<file path="config.mk">
export PLATFORM = sky130hd
export DESIGN_NAME = rca_operand_loader
export DESIGN_NICKNAME = d
export VERILOG_FILES = /design/src/rtl/rca_pkg.sv /design/src/rtl/rise_detect.sv /design/src/rtl/rca_operand_loader.sv
export SDC_FILE = /design/constraint.sdc
export NUM_CORES = 1
export LEC_CHECK = 0
export BUFFER_PORTS_ARGS = -buffer_cell sky130_fd_sc_hd__buf_2
export CAP_MARGIN = 40
export CORE_ASPECT_RATIO = 1.2
export CORE_MARGIN = 2
export CORE_UTILIZATION = 50
export CTS_BUF_LIST = sky130_fd_sc_hd__clkbuf_2
export DETAILED_ROUTE_END_ITERATION = 16
export GPL_TIMING_DRIVEN = 0
export PLACE_DENSITY = 0.83
export SLEW_MARGIN = 20
export SYNTH_ARGS = -nofsm -noshare
export SYNTH_HDL_FRONTEND = slang
export SYNTH_HIERARCHICAL = 1
export SYNTH_SLANG_ARGS = --single-unit
</file>
<file path="constraint.sdc">
create_clock -name clk -period 2.01 [get_ports clk]
set_input_delay 0.1005 -clock clk [delete_from_list [all_inputs] [get_ports clk]]
set_output_delay 0.1005 -clock clk [all_outputs]
set_load 0.01 [all_outputs]
</file>
<file path="src/rtl/rca_pkg.sv">
// Shared types and helpers for the ripple-carry adder operand loader.
package rca_pkg;

    typedef enum logic [1:0] {IDLE, GOT_A, SETTLE, DONE} loader_state_t;

    // The settle counter is 4 bits wide, so this is the longest wait it can time.
    localparam int SETTLE_MAX = 15;

    // Two's-complement overflow: operands share a sign that the sum does not.
    function automatic logic signed_ovf(input logic a_msb, input logic b_msb, input logic s_msb);
        return (a_msb == b_msb) && (s_msb != a_msb);
    endfunction

endpackage

</file>
<file path="src/rtl/rise_detect.sv">
// Single-cycle pulse on a rising level; history resets high so a level held through reset never fires.
module rise_detect (
    input  logic clk,
    input  logic rst,
    input  logic lvl_i,
    output logic pulse_o
);

    logic lvl_q;

    always_ff @(posedge clk) begin
        if (rst) lvl_q <= 1'b1;
        else     lvl_q <= lvl_i;
    end

    assign pulse_o = lvl_i & ~lvl_q;

endmodule

</file>
<file path="src/rtl/rca_operand_loader.sv">
// Sequences switch operands into an external ripple-carry adder and registers its settled result.
module rca_operand_loader
    import rca_pkg::*;
#(
    parameter int BITS          = 8,
    parameter int SETTLE_CYCLES = 2
) (
    input  logic            clk,
    input  logic            rst,
    input  logic [BITS-1:0] sw_i,
    input  logic            cin_i,
    input  logic            load_a_i,
    input  logic            load_b_i,
    output logic [BITS-1:0] a_o,
    output logic [BITS-1:0] b_o,
    output logic            cin_o,
    input  logic [BITS-1:0] sum_i,
    input  logic            cout_i,
    output logic [BITS-1:0] result_o,
    output logic            cout_o,
    output logic            ovf_o,
    output logic            valid_o,
    output logic            busy_o
);

    // Out-of-range settings are pinned to what the 4-bit counter can express.
    localparam int SETTLE_EFF = (SETTLE_CYCLES < 1) ? 1 :
                                (SETTLE_CYCLES > SETTLE_MAX) ? SETTLE_MAX : SETTLE_CYCLES;
    localparam logic [3:0] CNT_LAST = 4'(SETTLE_EFF - 1);

    loader_state_t state, state_next;
    logic [3:0]    cnt;
    logic          ev_a, ev_b;
    logic          ld_a, ld_b, ld_res;

    rise_detect u_rise_a (.clk(clk), .rst(rst), .lvl_i(load_a_i), .pulse_o(ev_a));
    rise_detect u_rise_b (.clk(clk), .rst(rst), .lvl_i(load_b_i), .pulse_o(ev_b));

    always_ff @(posedge clk) begin
        if (rst) state <= IDLE;
        else     state <= state_next;
    end

    always_comb begin
        state_next = state;
        ld_a       = 1'b0;
        ld_b       = 1'b0;
        ld_res     = 1'b0;
        case (state)
            IDLE: begin
                if (ev_a) begin
                    ld_a       = 1'b1;
                    state_next = GOT_A;
                end
            end
            GOT_A: begin
                // B wins a same-cycle tie so the pending A is not disturbed.
                if (ev_b) begin
                    ld_b       = 1'b1;
                    state_next = SETTLE;
                end else if (ev_a) begin
                    ld_a = 1'b1;
                end
            end
            SETTLE: begin
                if (cnt == CNT_LAST) begin
                    ld_res     = 1'b1;
                    state_next = DONE;
                end
            end
            DONE: begin
                if (ev_a) begin
                    ld_a       = 1'b1;
                    state_next = GOT_A;
                end
            end
            default: state_next = IDLE;
        endcase
    end

    always_comb begin
        busy_o  = (state == SETTLE);
        valid_o = (state == DONE);
    end

    always_ff @(posedge clk) begin
        if (rst) begin
            a_o      <= '0;
            b_o      <= '0;
            cin_o    <= 1'b0;
            result_o <= '0;
            cout_o   <= 1'b0;
            ovf_o    <= 1'b0;
            cnt      <= '0;
        end else begin
            if (ld_a) a_o <= sw_i;
            if (ld_b) begin
                b_o   <= sw_i;
                cin_o <= cin_i;
                cnt   <= '0;
            end else if (state == SETTLE) begin
                cnt <= cnt + 4'd1;
            end
            if (ld_res) begin
                result_o <= sum_i;
                cout_o   <= cout_i;
                ovf_o    <= signed_ovf(a_o[BITS-1], b_o[BITS-1], sum_i[BITS-1]);
            end
        end
    end

endmodule
</file>
# Word level (Yosys, flattened, before mapping)
# Cells that the tools add are included.
# W data, S select, Z words.
dict set report totals {
  register_bits 35
  inputBits 22
  wordCells 40
  out_inout_bits 29
}
dict set report classes {
  n_bitwise 4
  addsub 1
  eq_ne 9
  muxes 11
  n_reduce_logical 5
}
# cell n
set ops {}
lappend ops {{$mux W1} 6}
lappend ops {{$mux W2} 3}
lappend ops {{$pmux W2 S3} 1}
lappend ops {{$add A4 B1 Y4 const B} 1}
lappend ops {{$eq A2 B2 Y1 const B} 2}
lappend ops {{$eq A4 B1 Y1 const B} 1}
lappend ops {{$ne A2 B1 Y1 const B} 2}
lappend ops {{$reduce_or A2 Y1} 2}
lappend ops {{$reduce_and A3 Y1} 1}
lappend ops {{$and A1 B1 Y1} 2}
lappend ops {{$eq A2 B1 Y1 const B} 1}
lappend ops {{$logic_not A2 Y1} 1}
lappend ops {{$ne A2 B2 Y1 const B} 1}
lappend ops {{$not A1 Y1} 2}
lappend ops {{$pmux W1 S2} 1}
lappend ops {{$eq A1 B1 Y1} 1}
lappend ops {{$logic_and A1 B1 Y1} 1}
lappend ops {{$ne A1 B1 Y1} 1}

# Depth between registers and ports, before layout
dict set report depth {
  word_depth 5
  depth_mapped 7
  mapped_depth_nobuf 6
}

# Hierarchy
# Netlist, hierarchy kept.
# mod seq_area_each_um2 cells_per_inst n_inst area_per_inst_um2
set by_module_without_submodules {}
lappend by_module_without_submodules {rca_operand_loader 660.6 151 1 1325.0}
lappend by_module_without_submodules {rise_detect 20.0 3 2 32.5}

# Worst setup path after synthesis
# OpenSTA, ideal clock, no wires.
dict set report synth_timing {
  kind {register to register}
  start {register state[0]}
  end {register a_o[7]}
  setup_time_ns 0.128
  path_buffers 1
  path_stages_with_launch 8
  required_ns 1.882
  synth_period_minus_slack_ns 1.424
  arrival_time_ns 1.297
  path_slack_ns 0.586
  cell_sequence {dfxtp_1 > inv_1 > ha_1 > inv_1 > a211o_1 > buf_6 > mux2i_1 > nor2_1}
}
dict set report synth_between {
  elab_chain_len 3
  word_cells_on_any_way 5
  cone_classes {eq/ne: 2; mux: 1; reduce/logical: 2}
}
# element line_no
set synth_rtl {}
lappend synth_rtl {{from (decl)} rca_operand_loader.sv:31} ;# loader_state_t state, state_next;
lappend synth_rtl {{from (signal assigned)} rca_operand_loader.sv:41} ;# else state <= state_next;
lappend synth_rtl {{$eq A2 B2 Y1 / $logic_not A2 Y1 (equally long branches)} rca_operand_loader.sv:49} ;# case (state)
lappend synth_rtl {{$reduce_or A2 Y1 (no line)} --}
lappend synth_rtl {{$pmux W1 S2 (*)} rca_operand_loader.sv:49}
lappend synth_rtl {{to (signal assigned)} rca_operand_loader.sv:96} ;# if (ld_a) a_o <= sw_i;
lappend synth_rtl {{to (decl)} rca_operand_loader.sv:14} ;# output logic [BITS-1:0] a_o,
# Every way passes the cells marked *; elsewhere a longest branch is shown, timed or not.
# A chain may end at the register's enable or synchronous reset.

# Worst setup path after layout
# Same ends and word-level chain as after synthesis.

==> out/qor_table.md <==
| Metric | This run |
| --- | --- |
| Routed len/inst | 12.7 um |
| Result of the run | finished, final reports clean |
| Nets in the synthesized netlist | 185 |
| Number of port buffers | 50 |
| Standard-cell row count | 20 |
| Via count normalized by instance count | 4.97 |
| Total number of clock tree sinks | 35 |
| Overall overflow remaining after global route | 0 |
| Clock tree from TritonCTS | built |
| Global routing usage on met3 | 7.66% |
| Number of nets with antenna violations after routing | 0 |
| Slew Viols, Final | 0 |
| Met2 track utilization from global routing | 44.8% |
| Fin. Hold Viols | 0 |
| Sequential element share of the synthesized area | 50.4% |
| Syn Std Cell Area | 1390 sq um |
| DRC violation count after routing | 0 |
| Number of design-rule violations left by the first detailed-router iteration | 22 |
| Cell breakdown of the critical path | inv_1, ha_1, inv_1, a211o_1, buf_6, mux2i_1, nor2_1 |
| Setup crit end kind | flip-flop |
| Worst Path Max Fanout | 8 |
| Hold-fix buffer count after cts | 22 |
| Floorplan die width | 52.1 um |
| Endpoint required time on the critical path | 2.30 ns |
| Initial antenna violation count | 0 |
| Maximum resistive drop on vdd | 663 uV |
| Setup slack of the worst register-to-register path | 0.42 ns |
| Setup total negative slack | 0 ns |
| Floorplan die height | 61.8 um |
| Post-synth EDFFs | 0 |
| Clock H-tree levels | 2 |
| Predominant post-synthesis flop cell | sky130_fd_sc_hd__dfxtp_1 |
| Number of max-capacitance violations reported | 0 |
| Number of top-level pins | 51 |
| Global routing met1 resource utilization | 23.4% |
| Total number of nets in the final design | 264 |
| Final setup viols | 0 |
| Number of distinct library cells after synthesis | 27 |
| Floorplan die area | 3220 sq um |
| Effective utilization at floorplan | 53.9% |
| Top-area cell type share of the netlist area | 50.4% |
| RSZ-0062 raised after global routing | false |
| Crit start category | flip-flop |
| Slowest stage cell, crit path | sky130_fd_sc_hd__dfxtp_1 |
| Static leakage | 0.921 nW |
| Buffer levels on the longest clock path | 2 |
| Placement Setup Slack | 0.436 ns |
| Total routing resource utilization after global routing | 23.5% |
| Worst setup skew after layout | 0.0188 ns |
| Util after Layout | 75.3% |
| Pre-Repair DR Iteration Count | 5 |
| Pin count of the biggest net entering global routing | 12 |
| Maximum achievable frequency | 630 MHz |
| Synth async-reset ratio | 0% |
| Sum of buffers and inverters on the critical path | 3 |
| Average cell area after synthesis | 8.85 sq um |
| Seq cells post-synth | 35 |
| Slack of the critical path | 0.422 ns |
| Placeable core region | 2580 sq um |
| Inserted Clock Buffers | 5 |
| Number of standard cells in the layout, taps in and fillers out | 270 |
| Cell type contributing the most total cell area after synthesis | sky130_fd_sc_hd__dfxtp_1 |
| HPWL after detailed placement | 2.19 mm |
| Post-CTS Setup Bufs | 0 |
| Total power density per cell area | 818 nW/um^2 |
| Post-route clock period utilization | 79.0% |
| Share of cells above drive strength 1 | 26.2% |
| Post-Synthesis Cells | 157 |
| Classification of the worst setup path | flip-flop to flip-flop |
| Top delay family on crit path | flip-flops |
| Area growth from synthesis to final layout | 39.7% |
| Dpl cells | 240 |
| Clock transition at path regs | 0.18 ns |
| Leading cell types by total area after synthesis | sky130_fd_sc_hd__dfxtp_1 (50%), sky130_fd_sc_hd__nand2_1 (11%), sky130_fd_sc_hd__a21oi_1 (7.2%) |
| Class of the tightest hold or removal check | input port to flip-flop |
| Drt total wl | 3.43 mm |
| Insertion delay to the later sink of the worst-skew pair | 0.39 ns |
| Final worst path period need | 1.59 ns |
| Cells resized by post-CTS repair | 0 |
| Slowest Stage Delay on Critical Path | 0.40 ns |
| Most used standard cell by instance count after synthesis | sky130_fd_sc_hd__nand2_1 |
| Number of fill cells in the layout | 187 |
| Top post-synthesis cells by count | sky130_fd_sc_hd__nand2_1 (39), sky130_fd_sc_hd__dfxtp_1 (35), sky130_fd_sc_hd__a21oi_1 (20) |
| Final GP Congestion | 0.688 |
| Actual slew at the worst max-slew pin | 0.496 ns |
| Number of global-route vias before repair | 1299 |
| Vias | 1342 |
| Busiest grt layer | met2 |
| Crit path DAT | 1.88 ns |
| Headroom to the max-slew limit | 67.0% |
| Diode count | 0 |
| First-pass GRT wire length | 5.49 mm |
| Count of warnings emitted by yosys | 6 |
| Most frequent CP cell | sky130_fd_sc_hd__inv_1 |
| Root Buffer | sky130_fd_sc_hd__clkbuf_2 |
[worst register-to-register path: cells and delay by family, from the launching register on]
kind / cells / cell delay, ns
simple gates: 1 / 0.06
mux: 1 / 0.16
flops: 1 / 0.40
fa+ha+maj: 1 / 0.31
buf+inv: 3 / 0.30
compound gates: 1 / 0.27
[final timing paths]
kind,startpoint,to,depth (start not counted)
max,state[0]$_SDFFE_PP0P_,a_o[7]$_SDFFE_PP0P_,7
min,rst,cnt[0]$_SDFFE_PP0N_,3
max reg2reg,state[0]$_SDFFE_PP0P_,a_o[7]$_SDFFE_PP0P_,7
min reg2reg,b_o[0]$_SDFFE_PP0P_,b_o[0]$_SDFFE_PP0P_,2
[where the power goes]
group	switching, mW	internal (mW)
logic	0.245	0.221
clock network	0.235	0.0773
registers	0.0514	0.759
[final cells by class]
cell class,instances,area (sq um),area share [%]
multi-input cells,109,629,32.4
repair buffers,72,470,24.2
clock inverters,3,15.0,0.773
plain buffers,8,41.3,2.13
well taps,33,41.3,2.13
inverters,5,18.8,0.966
flip-flops and latches,35,701,36.1
clock buffers,5,25.0,1.29
[kinds of logic (layout without fill, tap and decap cells)]
kind of cell	after synthesis	in the layout	share of synthesized area, %
and+or+nand+nor	66	66	21.2
DFF	35	35	50.4
AOI/OAI and AO/OA	26	26	11.1
buffers and inverters	13	93	4.32
muxes	8	8	5.76
adders and majority gates	6	6	5.40
xor gates and xnor gates	3	3	1.89
[per-layer routing]
| layer | vias to the layer above | part of all wire, % | wire, um |
|---|---|---|---|
| met5 | - | 0 | 0 |
| met4 | 0 | 1.6 | 55 |
| met3 | 10 | 5.5 | 188 |
| met2 | 49 | 54 | 1870 |
| met1 | 610 | 38 | 1320 |
| li1 | 673 | - | - |
[metrics by stage]
| stage | area, sq um | hold WS, ns | total power, mW |
|---|---|---|---|
| 2_1_floorplan | 1390 | 0.198 | 1.12 |
| 3_3_place_gp | 1680 | 0.292 | 1.22 |
| 3_5_place_dp | 1680 | 0.298 | 1.25 |
| 4_1_cts | 1940 | 0.0864 | 1.60 |
| 5_1_grt | 1940 | 0.143 | 1.68 |
| 6_report | 1940 | 0.114 | 1.59 |
[placed cells by master, fill, tap and decap left out, drive strengths merged, types with 2 or more instances in the layout]
master,netlist,layout
buf,4,54
nand2,39,39
dfxtp,35,35
dlygate4sd3,0,22
a21oi,20,20
nor2,11,11
clkbuf,4,9
mux2i,8,8
ha,6,6
inv,5,5
nor3,3,3
nand3,2,2
nand3b,2,2
xor2,2,2
a31o,2,2
clkinv,0,2
nor2b,2,2
or2,2,2
[state kept, by name (all words and copies together) (netlist names)]
register        count
u_rise_b/lvl_q      1
cin_o               1
u_rise_a/lvl_q      1
b_o                 8
a_o                 8
ovf_o               1
result_o            8
cout_o              1
cnt                 4
state               2
Power figures use the tool's default switching activity.
